==> src/rtl/cic_frame_sched_pkg.sv <==
// Shared types and helpers for the CIC channel scheduler (package cic_package).
package cic_package;

  typedef enum logic {
    SCHED_IDLE = 1'b0,
    SCHED_SEND = 1'b1
  } sched_state_t;

  localparam int MASK_W = 32;
  localparam logic [5:0] NO_BIT = 6'd32;

  // Lowest set bit of mask at position >= from; NO_BIT when there is none.
  function automatic logic [5:0] next_set_bit(input logic [MASK_W-1:0] mask, input int from);
    logic [5:0] r;
    r = NO_BIT;
    for (int i = MASK_W - 1; i >= 0; i--) begin
      if (mask[i] && (i >= from)) r = 6'(i);
    end
    return r;
  endfunction

endpackage

==> src/rtl/cic_frame_sched_hold.sv <==
// Per-channel holding register with pend flag, capture and drop detection.
module cic_frame_hold #(
  parameter int DW = 22
) (
  input  logic                 clk,
  input  logic                 reset,
  input  logic                 dv,
  input  logic                 en,
  input  logic                 accept,
  input  logic signed [DW-1:0] din,
  output logic signed [DW-1:0] hold,
  output logic                 pend,
  output logic                 drop
);

  logic capture;

  // A word leaving this cycle frees the slot for a word arriving this cycle.
  assign capture = dv && en && (!pend || accept);
  assign drop    = dv && en && pend && !accept;

  always_ff @(posedge clk) begin
    if (reset) begin
      pend <= 1'b0;
    end else if (capture) begin
      pend <= 1'b1;
    end else if (accept) begin
      pend <= 1'b0;
    end
  end

  always_ff @(posedge clk) begin
    if (capture) hold <= din;
  end

endmodule

==> src/rtl/cic_frame_sched.sv <==
// Collects one sample per enabled CIC channel and streams them as an ordered frame.
// Optional CIC_FRAME_SCHED_OVF_CNT_EN adds a saturating overflow counter output ovf_cnt.
module cic_frame_sched
  import cic_package::*;
#(
  parameter  int NCH = 8,
  parameter  int DW  = 22,
  localparam int CW  = $clog2(NCH)
) (
  input  logic                  clk,
  input  logic                  reset,
  input  logic [NCH*DW-1:0]     ch_data,
  input  logic [NCH-1:0]        ch_dv,
  input  logic [NCH-1:0]        ch_en,
  output logic signed [DW-1:0]  m_data,
  output logic [CW-1:0]         m_ch,
  output logic                  m_first,
  output logic                  m_last,
  output logic                  m_valid,
  input  logic                  m_ready,
  output logic                  frame_ovf,
  output logic                  busy
`ifdef CIC_FRAME_SCHED_OVF_CNT_EN
  ,
  output logic [15:0]           ovf_cnt
`endif
);

  sched_state_t          state, state_nxt;
  logic [NCH-1:0]        en_q, en_eff, accept, pend, drop;
  logic signed [DW-1:0]  hold_arr [NCH];
  logic [CW-1:0]         idx;
  logic [MASK_W-1:0]     en_q32, ch_en32;
  logic [5:0]            first_bit, nxt_bit, start_bit;
  logic                  frame_rdy, send, beat_acc, ovf_q;

  always_comb begin
    en_q32            = '0;
    en_q32[NCH-1:0]   = en_q;
    ch_en32           = '0;
    ch_en32[NCH-1:0]  = ch_en;
  end

  assign first_bit = next_set_bit(en_q32, 0);
  assign nxt_bit   = next_set_bit(en_q32, int'(idx) + 1);
  assign start_bit = next_set_bit(ch_en32, 0);

  assign send      = (state == SCHED_SEND);
  assign frame_rdy = (|ch_en) && ((pend & ch_en) == ch_en);
  assign beat_acc  = send && m_ready;
  // Mid-frame captures follow the frame's latched mask, not the live one.
  assign en_eff    = send ? en_q : ch_en;

  for (genvar c = 0; c < NCH; c++) begin : g_ch
    assign accept[c] = beat_acc && (idx == CW'(c));

    cic_frame_hold #(.DW(DW)) u_hold (
      .clk    (clk),
      .reset  (reset),
      .dv     (ch_dv[c]),
      .en     (en_eff[c]),
      .accept (accept[c]),
      .din    (ch_data[c*DW +: DW]),
      .hold   (hold_arr[c]),
      .pend   (pend[c]),
      .drop   (drop[c])
    );
  end

  always_ff @(posedge clk) begin
    if (reset) state <= SCHED_IDLE;
    else       state <= state_nxt;
  end

  always_comb begin
    state_nxt = state;
    case (state)
      SCHED_IDLE: if (frame_rdy) state_nxt = SCHED_SEND;
      SCHED_SEND: if (beat_acc && (nxt_bit == NO_BIT)) state_nxt = SCHED_IDLE;
      default:    state_nxt = SCHED_IDLE;
    endcase
  end

  always_ff @(posedge clk) begin
    if (reset) begin
      en_q  <= '0;
      idx   <= '0;
      ovf_q <= 1'b0;
    end else begin
      ovf_q <= |drop;
      if ((state == SCHED_IDLE) && frame_rdy) begin
        en_q <= ch_en;
        idx  <= start_bit[CW-1:0];
      end else if (beat_acc && (nxt_bit != NO_BIT)) begin
        idx <= nxt_bit[CW-1:0];
      end
    end
  end

  // Outputs derive from registered state only, so they hold steady under backpressure.
  always_comb begin
    m_valid = send;
    busy    = send;
    m_ch    = '0;
    m_data  = '0;
    m_first = 1'b0;
    m_last  = 1'b0;
    if (send) begin
      m_ch    = idx;
      m_data  = hold_arr[idx];
      m_first = (6'(idx) == first_bit);
      m_last  = (nxt_bit == NO_BIT);
    end
  end

  assign frame_ovf = ovf_q;

`ifdef CIC_FRAME_SCHED_OVF_CNT_EN
  logic [15:0] ovf_cnt_q;

  always_ff @(posedge clk) begin
    if (reset)                               ovf_cnt_q <= '0;
    else if (ovf_q && (ovf_cnt_q != 16'hFFFF)) ovf_cnt_q <= ovf_cnt_q + 16'd1;
  end

  assign ovf_cnt = ovf_cnt_q;
`endif

endmodule

==> config.mk <==
export PLATFORM = sky130hd
export DESIGN_NAME = cic_frame_sched
export DESIGN_NICKNAME = d
export VERILOG_FILES = /design/src/rtl/cic_frame_sched_pkg.sv /design/src/rtl/cic_frame_sched_hold.sv /design/src/rtl/cic_frame_sched.sv
export SDC_FILE = /design/constraint.sdc
export NUM_CORES = 1
export LEC_CHECK = 0
export CAP_MARGIN = 20
export CORE_ASPECT_RATIO = 1.5
export CORE_MARGIN = 5
export CORE_UTILIZATION = 38
export CTS_CLUSTER_SIZE = 14
export DETAILED_ROUTE_END_ITERATION = 10
export PLACE_DENSITY_LB_ADDON = 0.25
export SLEW_MARGIN = 30
export SYNTH_ARGS = -nofsm -noshare
export SYNTH_HDL_FRONTEND = slang
export SYNTH_SLANG_ARGS = --single-unit
==> constraint.sdc <==
create_clock -name clk -period 3.5 [get_ports clk]
set_input_delay 0.7 -clock clk [delete_from_list [all_inputs] [get_ports clk]]
set_output_delay 0.7 -clock clk [all_outputs]
set_load 0.1 [all_outputs]
[After elaboration in Yosys (flattened, before gate mapping)]
Cells that the tools add are included.
Word-level totals
  register bits after elaboration: 197
  bits of input ports: 195
  output and inout bits: 30
  word-level logic and storage cells: 186
Operators by class
  add/sub/neg operators: 1
  magnitude comparators: 9
  equality and inequality tests: 11
  mux-type cells: 53
  bitwise gates (word level): 3
  reduce and logical (&&, ||, !) cells: 89
Operators with widths (number)
  2-to-1 mux 6 bit: 16
  binary-select mux 22 bit (select 3 bit): 1
  2-to-1 mux 22 bit: 3
  logical AND 1 bit: 53
  2-to-1 mux 3 bit: 11
  2-to-1 mux 1 bit: 20
  nonzero test 2 bit: 9
  >= comparator 3 x 4 -> 1 bit (first input constant): 4
  zero test 1 bit: 16
  OR reduction 8 bit: 2
  == test 3 bit (second input constant): 4
  AND 8 bit: 1
  == test 8 bit: 1
  >= comparator 1 x 4 -> 1 bit (first input constant): 2
  >= comparator 2 x 4 -> 1 bit (first input constant): 2
  logical OR 1 bit: 8
  2-to-1 mux 8 bit: 1
  == test 3 x 2 -> 1 bit (second input constant): 2
  == test 3 x 6 -> 1 bit: 1
  == test 6 bit (second input constant): 1
  != test 6 bit (second input constant): 1
  adder 3 x 1 -> 4 bit (second input constant): 1
  >= comparator 4 bit (second input constant): 1
  NOT 3 -> 4 bit: 1
  other kinds (4): 4

[Depth between registers and ports, before layout]
Gate-level depths: netlist of run 1.
  depth after elaboration: 15
  gate-level depth with buffers: 10
  mapped depth without buffers: 8

[Hierarchy]
A second synthesis of run 1 with hierarchy kept.
Unflattened totals
  cell total of the unflattened synthesis: 511
  area total of the unflattened synthesis: 8419.3 µm²
Modules (own cells, without submodules)
  cic_frame_hold: instances 8, cells each 28, area an instance 726.9 µm², seq. area each 680.7 µm²
  cic_frame_sched: instances 1, cells each 287, area an instance 2603.7 µm², seq. area each 260.2 µm²

[Worst setup path after synthesis of run 1]
No wires, ideal clock.
  path kind: reg2out
  start point: reg state, in the netlist busy
  end point: out m_data[15]
  arrival time: 3951 ps
  data required time: 2800 ps
  setup slack: -1151 ps
  stages on the path, launching flop included: 5
  buffers on the path: 3
  cells stage by stage: dfxtp_1 buf_4 clkbuf_1 clkbuf_1 a21boi_0
On the way
  longest elaborated chain between the ends: 1
Ends and longest elaborated chain
  from (decl): line cic_frame_sched.sv:29  | sched_state_t state, state_nxt;
  from (signal assigned): line cic_frame_sched.sv:72  | else state <= state_nxt;
  2-to-1 mux 22 bit: line cic_frame_sched.sv:108  | if (send) begin
  to (decl): line cic_frame_sched.sv:15  | output logic signed [DW-1:0] m_data,
Every way passes these cells.

[Worst setup path after layout of run 1]
  start point: reg idx[0]
  end point: out m_last
On the way
  longest elaborated chain between the ends: 13
  elaborated cells between the ends (all ways): 27
  classes of those cells: add/sub (1); order compare (8); eq/ne (1); mux (9); reduce/logical (8)
Ends and longest elaborated chain
  from (decl): line cic_frame_sched.sv:32  | logic [CW-1:0] idx;
  from (signal assigned): line cic_frame_sched.sv:93  | idx <= start_bit[CW-1:0];
  from (signal assigned): line cic_frame_sched.sv:95  | idx <= nxt_bit[CW-1:0];
  adder 3 x 1 -> 4 bit *: line cic_frame_sched.sv:45  | assign nxt_bit = next_set_bit(en_q32, int'(idx) + 1);
  >= comparator 3 x 4 -> 1 bit: line cic_frame_sched_pkg.sv:17  | if (mask[i] && (i >= from)) r = 6'(i);
  logical AND 1 bit: line cic_frame_sched_pkg.sv:17
  2-to-1 mux 6 bit (7 in a row): line cic_frame_sched_pkg.sv:17
  2-to-1 mux 6 bit *: line cic_frame_sched_pkg.sv:17
  == test 6 bit *: line cic_frame_sched.sv:112  | m_last = (nxt_bit == NO_BIT);
  2-to-1 mux 1 bit *: line cic_frame_sched.sv:108
  to (decl): line cic_frame_sched.sv:18  | output logic m_last,
Mark *: on every way between the ends. The rest lies on a longest branch, timed or not.

==> results.json, run 1 <==
{
  "ctsHoldBuffers": 0,
  "crit_slowest_cell": "dfxtp_4",
  "clk_pin_slew_ns": 0.07,
  "die_w_um": 130.3,
  "grt_pass1_vias": 6098,
  "critPathMaxStageDelay_ns": 0.52,
  "clock_power_share_pct": 37.7,
  "post-place-ws_ns": 0.7696,
  "fin_nets": 937,
  "io_pins": 225,
  "critPathArrivalTime_ns": 2.49,
  "crit_path_start_kind": "flop",
  "slew-limit-headroom_pct": 35.36,
  "start_util_pct": 38.26,
  "hold-worst-slack_ns": 0.5472,
  "worst_setup_path_end_kind": "output port",
  "avgSynthCellArea_um2": 16.30,
  "yosys_warnings": 0,
  "post_cts_buffers": 0,
  "cp_common_cell": "ha_1",
  "layout_min_cycle_time_ns": 3.193,
  "antenna_left": 0,
  "clkSinkCount": 197,
  "multi_input_area_um2": 2470,
  "grt_pass1_wl_um": 34480,
  "fin_skew_ns": 0.009045,
  "rows": 66,
  "die_y_um": 190.4,
  "drc": 0,
  "drt-total-wl_um": 23400,
  "synth_edf_count": 176,
  "clock_latency_ns": 0.43,
  "worstSetupPathType": "reg -> out",
  "dieArea_um2": 24810,
  "cts_tree": "built",
  "antenna_found_initial": 1,
  "cts-buffers-inserted": 17,
  "syn_to_final_growth_pct": 42.24,
  "critPathMaxFanout": 15,
  "pwr-share-comb_pct": 9.6,
  "cts.path.max_buffers": 2,
  "core-area_um2": 21550,
  "syn_nets": 707,
  "crit_required_ns": 2.80,
  "async_flop_share_pct": 0,
  "reg2reg_depth": 7,
  "ir_drop_mv": 0.3267,
  "finalSetupTns_ns": 0,
  "drt-initial-drc-count": 279,
  "p_sw_share_pct": 20.67,
  "ys_ff_latch": 197,
  "drt-pass1-iter-count": 5,
  "max_freq_mhz": 313.1,
  "finalHoldViolCount": 0,
  "synth_cells": 506,
  "p_switching_mw": 1.063,
  "ys.flop_type": "edfxtp_1",
  "power.density_nw_per_um2": 438.2,
  "cts_htree_levels": 4,
  "antennaDiodeCount": 0,
  "rsz0062_at_grt": "no",
  "worst_slew_pin_slew_ns": 0.9665,
  "io_buffers": 224,
  "timing.final.ws_setup_ns": 0.3065,
  "drive_gt1_share_pct": 21.50,
  "seq_area_um2": 5712,
  "seq_power_share_pct": 52.7,
  "routedWlPerCell_um": 22.92,
  "cts_resized": 0,
  "intPower_mw": 4.078,
  "vias": 5372,
  "n_fill_cell": 1733,
  "yosysUniqueCellTypes": 51,
  "grt_max_degree": 49,
  "hold_path_depth": 2,
  "status": "complete, no violations",
  "cts-root-buf": "clkbuf_16",
  "syn_area_um2": 8247,
  "overflow": 0,
  "synth-seq-area-share_pct": 69.19,
  "gp_congestion": 0.8830,
  "hp-class": "reg -> reg",
  "period_share_pct": 91.24,
  "hpwl_um": 17480,
  "cap_violations": 0,
  "leakagePower_nw": 3.938,
  "worstPathCellList": "ha_1 > ha_1 > nand2b_1 > a32oi_1 > and4_2 > buf_12",
  "viasPerCell": 5.262,
  "setup_viol": 0,
  "track_usage_pct": 19.25,
  "drv_slew": 0
}
-- state kept, by name (all words and copies together), names as in the netlist --
signal,count
busy,1
en_q,8
frame_ovf,1
g_ch.u_hold.hold,176
g_ch.u_hold.pend,8
idx,3
-- critical path: cells and delay by family, from the launching register on --
family          cells  cell delay (ns)
compound gates      1             0.32
fa+ha+maj           2             0.54
buf+inv             1             0.18
flops               1             0.52
simple gates        2             0.50
-- routing by layer --
| layer | vias to the layer above | routed length, µm | track usage [%] |
|---|---|---|---|
| met5 | - | 7 | 0 |
| met1 | 2656 | 8102 | 20.89 |
| met4 | 2 | 911 | 8.800 |
| met2 | 249 | 12750 | 34.53 |
| li1 | 2422 | - | - |
| met3 | 43 | 1623 | 5.017 |
-- synth_stat cells (7+ instances only) --
cell type    n  area share (%)
edfxtp_1   176              64
a21boi_0    22             2.0
nand2_1     69             3.1
clkbuf_1     8            0.36
dfxtp_1     21             5.1
nor2_1      16            0.73
mux4_2      44              12
nand2b_1     7            0.53
o21ai_0     11            0.67
a21oi_1     24             1.5
buf_4        8            0.73
nor2b_1      9            0.68
inv_1        8            0.36
nand3_1      7            0.42
-- stage by stage --
stage                     instance area, µm²  instances  power (mW)  utilization (%)
after global routing                   11730       1021       5.318            54.42
final                                  11730       1021       5.140            54.42
after floorplan                         8330        506       2.931                -
after detailed placement               11140        989       3.264            51.70
after CTS                              11730       1021       5.193            54.42
after global placement                 11140        989       3.253            51.70
-- kinds of logic after synthesis --
| group | count (synthesis) | share of synthesized area (%) |
|---|---|---|
| buffers and inverters | 36 | 2.200 |
| xor gates and xnor gates | 2 | 0.2124 |
| muxes | 56 | 13.56 |
| adders and majority gates | 6 | 0.9103 |
| DFF | 197 | 69.19 |
| and+or+nand+nor | 132 | 7.662 |
| AOI/OAI and AO/OA | 77 | 6.266 |
-- path summary, 6_finish.rpt --
| kind | from | endpoint | slack, ns |
|---|---|---|---|
| worst max register to register | idx[0] | idx[1] | 1.06 |
| worst min register to register | g_ch[7].u_hold.pend | g_ch[7].u_hold.pend | 0.55 |
| worst max-delay path | idx[0] | m_last | 0.31 |
| worst min-delay path | g_ch[7].u_hold.pend | g_ch[7].u_hold.pend | 0.55 |
-- layout make-up --
type / count / share of cell area, %
repair buffers: 238 / 22.06
clock buffers: 18 / 3.659
multi-input cells: 273 / 21.06
inverters: 9 / 0.2880
flip-flops and latches: 197 / 48.69
well taps: 272 / 2.901
clock inverters: 14 / 1.344
-- power by group through the flow --
stage / Clock (mW) / Sequential (mW) / Combinational (mW)
3_5_place_dp: 0 / 2.76 / 0.500
3_3_place_gp: 0 / 2.76 / 0.496
4_1_cts: 1.98 / 2.71 / 0.503
2_1_floorplan: 0 / 2.76 / 0.173
6_report: 1.94 / 2.71 / 0.494
5_1_grt: 2.08 / 2.72 / 0.524
-- layout by cell type, fill, tap and decap left out, types with 4 or more instances in the layout --
cell type        Yosys  layout
clkdlybuf4s50_1      0     195
o21ai_0             11      11
nor2_1              16      16
o22ai_1              4       4
clkbuf_16            0      17
nor3_1               6       5
nand3_1              7       7
nor2b_1              9       6
a21boi_2             0      21
nand2b_1             7       7
a21oi_1             24      21
buf_4                8      18
mux4_2              44      44
dfxtp_1             21      18
buf_12               0      25
mux2_2               6       6
nand2_1             69      69
mux2i_1              6       6
inv_1                8       8
ha_1                 6       6
edfxtp_1           176     176
No activity file was read; power rests on OpenSTA's default activity.
==> run 2: changes to the inputs <==
CORE_MARGIN = 2   (was 5)
CTS_CLUSTER_SIZE = default   (was 14)
==> results.json, run 2 (synthesis results as in run 1) <==
{
  "antenna_found_initial": 0,
  "pwr-share-comb_pct": 9.6,
  "clkSinkCount": 197,
  "drc": 0,
  "cts-root-buf": "clkbuf_16",
  "grt_pass1_wl_um": 33600,
  "finalHoldViolCount": 0,
  "seq_power_share_pct": 52.2,
  "final_util_pct": 54.76,
  "clock_power_share_pct": 38.2,
  "grt_max_degree": 50,
  "p_sw_share_pct": 21.16,
  "rows": 66,
  "viasPerCell": 5.161,
  "timing.final.ws_setup_ns": 0.3079,
  "post_cts_buffers": 0,
  "start_util_pct": 38.41,
  "power.density_nw_per_um2": 441.0,
  "reg2reg_depth": 9,
  "crit_required_ns": 2.80,
  "dieArea_um2": 22920,
  "cts_tree": "built",
  "largest_reg_flops": 176,
  "cts_resized": 0,
  "worstPathCellList": "buf_4 > inv_1 > ha_1 > nor2b_1 > o211a_1 > nor3_4 > and4_2 > buf_12",
  "slew-limit-headroom_pct": 35.40,
  "max_freq_mhz": 313.3,
  "crit_path_start_kind": "flop",
  "worst_setup_path_end_kind": "output port",
  "cap_violations": 0,
  "drt-pass1-iter-count": 4,
  "io_buffers": 224,
  "hp-class": "reg -> reg",
  "ctsHoldBuffers": 0,
  "p_switching_mw": 1.097,
  "antennaDiodeCount": 0,
  "overflow": 0,
  "fin_skew_ns": 0.006160,
  "cts.path.max_buffers": 2,
  "regMostFlops": "g_ch.u_hold.hold",
  "period_share_pct": 91.20,
  "ir_drop_mv": 0.3084,
  "fin_nets": 939,
  "routedWlPerCell_um": 22.09,
  "drt-total-wl_um": 22600,
  "critPathMaxStageDelay_ns": 0.37,
  "cts-buffers-inserted": 17,
  "critPathMaxFanout": 16,
  "post-place-ws_ns": 0.7515,
  "crit_slowest_cell": "dfxtp_2",
  "vias": 5280,
  "power.total_mw": 5.185,
  "status": "complete, no violations",
  "setup_viol": 0,
  "drive_gt1_share_pct": 21.70,
  "layout_min_cycle_time_ns": 3.192,
  "leakagePower_nw": 3.954,
  "drv_slew": 0,
  "final_cell_mix": "clkdlybuf4s50_1 (195), edfxtp_1 (176), nand2_1 (69)",
  "clock_latency_ns": 0.43,
  "track_usage_pct": 20.07,
  "intPower_mw": 4.088,
  "hpwl_um": 16620,
  "die_w_um": 124.3,
  "worst_slew_pin_slew_ns": 0.9660,
  "gp_congestion": 0.9513,
  "drt-initial-drc-count": 257,
  "syn_to_final_growth_pct": 42.57,
  "rsz0062_at_grt": "no",
  "layout_commonest_cell": "clkdlybuf4s50_1",
  "reg_top3": "g_ch.u_hold.hold x176, en_q x8, g_ch.u_hold.pend x8",
  "critPathArrivalTime_ns": 2.49,
  "hold_path_depth": 2,
  "clk_pin_slew_ns": 0.07,
  "worstSetupPathType": "reg -> out",
  "io_pins": 225,
  "cts_htree_levels": 4,
  "grt_pass1_vias": 5768,
  "die_y_um": 184.4,
  "core-area_um2": 21470,
  "antenna_left": 0
}
run 2: final cells by class:
cell class | count | area [µm²]
clock buffer | 17 | 425.4
clock inverter | 15 | 175.2
fill | 1793 | 9713
inverter | 9 | 33.78
multi-input combinational | 273 | 2470
sequential | 197 | 5710
tap | 272 | 340.3
timing repair buffer | 240 | 2603
run 2: power by group through the flow:
| stage | combinational [mW] | sequential, mW | clock, mW |
|---|---|---|---|
| after floorplan | 0.173 | 2.76 | 0 |
| after global placement | 0.497 | 2.75 | 0 |
| after detailed placement | 0.503 | 2.76 | 0 |
| after CTS | 0.505 | 2.71 | 2.02 |
| after global routing | 0.527 | 2.71 | 2.12 |
| final | 0.496 | 2.71 | 1.98 |
run 2: metal layers:
layer,vias up,share of wire [%],GRT usage [%]
met5,-,0,0
met4,0,3.5,9.258
met3,34,6.6,5.544
met2,229,54,36.46
met1,2588,36,21.69
li1,2429,-,-
run 2: final timing paths:
| path | startpoint | end | slack [ns] |
|---|---|---|---|
| max | idx[1] | m_last | 0.31 |
| min | g_ch[3].u_hold.pend | g_ch[3].u_hold.pend | 0.53 |
| max reg2reg | idx[1] | idx[1] | 1.12 |
| min reg2reg | g_ch[3].u_hold.pend | g_ch[3].u_hold.pend | 0.53 |
run 2: stage by stage:
| stage | instance area, µm² | TNS [ns] | hold slack [ns] | instances |
|---|---|---|---|---|
| 4_1_cts | 11760 | 0 | 0.5411 | 1023 |
| 5_1_grt | 11760 | 0 | 0.5727 | 1023 |
| 2_1_floorplan | 8330 | -0.4147 | 0.4725 | 506 |
| 3_3_place_gp | 11160 | 0 | 0.5018 | 991 |
| 3_5_place_dp | 11160 | 0 | 0.5295 | 991 |
| 6_report | 11760 | 0 | 0.5335 | 1023 |
run 2: worst max-delay path, delay by kind of cell, from the launching register on:
kind	cells	cell delay, ns
compound gates	1	0.25
buf+inv	3	0.60
fa+ha+maj	1	0.32
flops	1	0.37
simple gates	3	0.52
==> run 3: changes to the inputs <==
CTS_BUF_LIST = sky130_fd_sc_hd__clkbuf_4   (was default)
SETUP_SLACK_MARGIN = 0.5   (was default)
==> results.json, run 3 (synthesis results as in run 1) <==
{
  "final_util_pct": 55.36,
  "ir_drop_mv": 0.2785,
  "postLayoutCellArea_um2": 11890,
  "final_cell_mix": "clkdlybuf4s50_1 (195), edfxtp_1 (176), nand2_1 (60)",
  "n_fill_cell": 1759,
  "met2_usage_pct": 38.75,
  "finalSetupTns_ns": 0,
  "period_share_pct": 85.60,
  "drive_gt1_share_pct": 26.74,
  "rsz0062_at_grt": "yes",
  "slew-limit-headroom_pct": 35.76,
  "io_pins": 225,
  "p_sw_share_pct": 22.04,
  "cts.path.max_buffers": 2,
  "hpwl_um": 17360,
  "place_area_um2": 11280,
  "cts_htree_levels": 4,
  "seq_area_um2": 5720,
  "critPathArrivalTime_ns": 2.30,
  "largest_reg_flops": 176,
  "viasPerCell": 5.182,
  "dieArea_um2": 22920,
  "p_switching_mw": 1.004,
  "crit_path_start_kind": "flop",
  "fin_skew_ns": 0.02499,
  "gp_congestion": 0.9079,
  "antenna_found_initial": 1,
  "use_met3_pct": 5.167,
  "grt_use_met1_pct": 23.54,
  "intPower_mw": 3.549,
  "io_buffers": 224,
  "antenna_left": 0,
  "seq_power_share_pct": 59.5,
  "fin_cells": 1036,
  "drt-total-wl_um": 23820,
  "grt_max_degree": 28,
  "power.density_nw_per_um2": 383.0,
  "grt-busiest-layer": "met2",
  "setup_viol": 0,
  "grt_pass1_wl_um": 35050,
  "cap_violations": 0,
  "drv_slew": 0,
  "multi_input_area_um2": 2699,
  "cts-buffers-inserted": 17,
  "clk_pin_slew_ns": 0.16,
  "worst_slew_pin_slew_ns": 0.9605,
  "reg_top3": "g_ch.u_hold.hold x176, en_q x8, g_ch.u_hold.pend x8",
  "clkSinkCount": 197,
  "ctsHoldBuffers": 0,
  "layout_min_cycle_time_ns": 2.996,
  "rows": 66,
  "worstSetupPathType": "reg -> out",
  "drt-initial-drc-count": 323,
  "finalHoldViolCount": 0,
  "cts-root-buf": "clkbuf_4",
  "overflow": 0,
  "hp-class": "reg -> reg",
  "clock_latency_ns": 0.59,
  "track_usage_pct": 21.04,
  "layout_commonest_cell": "clkdlybuf4s50_1",
  "critPathMaxFanout": 11,
  "cts_tree": "built",
  "die_y_um": 184.4,
  "max_freq_mhz": 333.8,
  "regMostFlops": "g_ch.u_hold.hold",
  "drc": 0,
  "drt-pass1-iter-count": 5,
  "leakagePower_nw": 3.950,
  "status": "complete, no violations",
  "grt_pass1_vias": 5915,
  "crit_required_ns": 2.80,
  "fin_nets": 951,
  "routedWlPerCell_um": 22.99,
  "start_util_pct": 38.41,
  "vias": 5369,
  "worst_setup_path_end_kind": "output port",
  "die_w_um": 124.3,
  "pwr-share-comb_pct": 11.3,
  "clock_power_share_pct": 29.2,
  "place_inst": 992,
  "core-area_um2": 21470,
  "syn_to_final_growth_pct": 44.14
}
-- run 3: changes by cell type in the layout (fill, tap and decap cells not counted), sizes merged --
cell      delta
buf         +10
clkinvlp     -1
diode        +1
bufinv       +1
clkbuf       +4
inv          -2
-- run 3: worst max-delay path: stages (launching register included) --
cell,delay (ns)
dfxtp_2,0.51
inv_2,0.10
ha_4,0.27
nand2b_4,0.15
a32oi_2,0.23
and4_4,0.27
buf_12,0.17
-- run 3: power by group through the flow --
stage	clock [mW]	combinational, mW	sequential (mW)
finish	1.33	0.515	2.71
CTS	1.36	0.515	2.71
detailed placement	0	0.505	2.76
global route	1.44	0.547	2.72
global placement	0	0.498	2.76
floorplan	0	0.180	2.76
-- run 3: path summary, 6_finish.rpt --
path                       startpoint                     end  slack [ns]  cells past startpoint
setup / recovery               idx[2]                  m_last        0.50                      6
hold / removal    g_ch[4].u_hold.pend     g_ch[4].u_hold.pend        0.54                      2
setup reg to reg               idx[0]  g_ch[1].u_hold.hold[8]        1.17                      7
hold reg to reg   g_ch[4].u_hold.pend     g_ch[4].u_hold.pend        0.54                      2
-- run 3: metrics by stage --
| stage | hold WS (ns) | setup slack, ns | power [mW] |
|---|---|---|---|
| final | 0.5437 | 0.5041 | 4.553 |
| after global routing | 0.5641 | 0.3915 | 4.706 |
| after CTS | 0.5366 | 0.4229 | 4.589 |
| after detailed placement | 0.5165 | 0.7162 | 3.269 |
| after global placement | 0.5060 | 0.7022 | 3.256 |
| after floorplan | 0.4725 | 0.5844 | 2.937 |
-- run 3: repair_timing --
action	CTS	global route
gates cloned	0	3
gates resized for setup	27	13
pin swaps	4	7
setup endpoints to repair	23	24
setup buffers	6	2
-- run 3: cell type report --
type,count,area share (%)
inverters,9,0.3263
clock buffers,19,1.200
diodes,1,0.02105
repair buffers,252,23.25
clock inverters,13,1.505
multi-input cells,273,22.71
flip-flops and latches,197,48.13
well taps,272,2.863
-- run 3: routing by layer --
layer,up-vias,routed length (µm)
met5,-,0
met4,0,702
met3,32,1340
met2,208,13110
met1,2669,8663
li1,2460,-
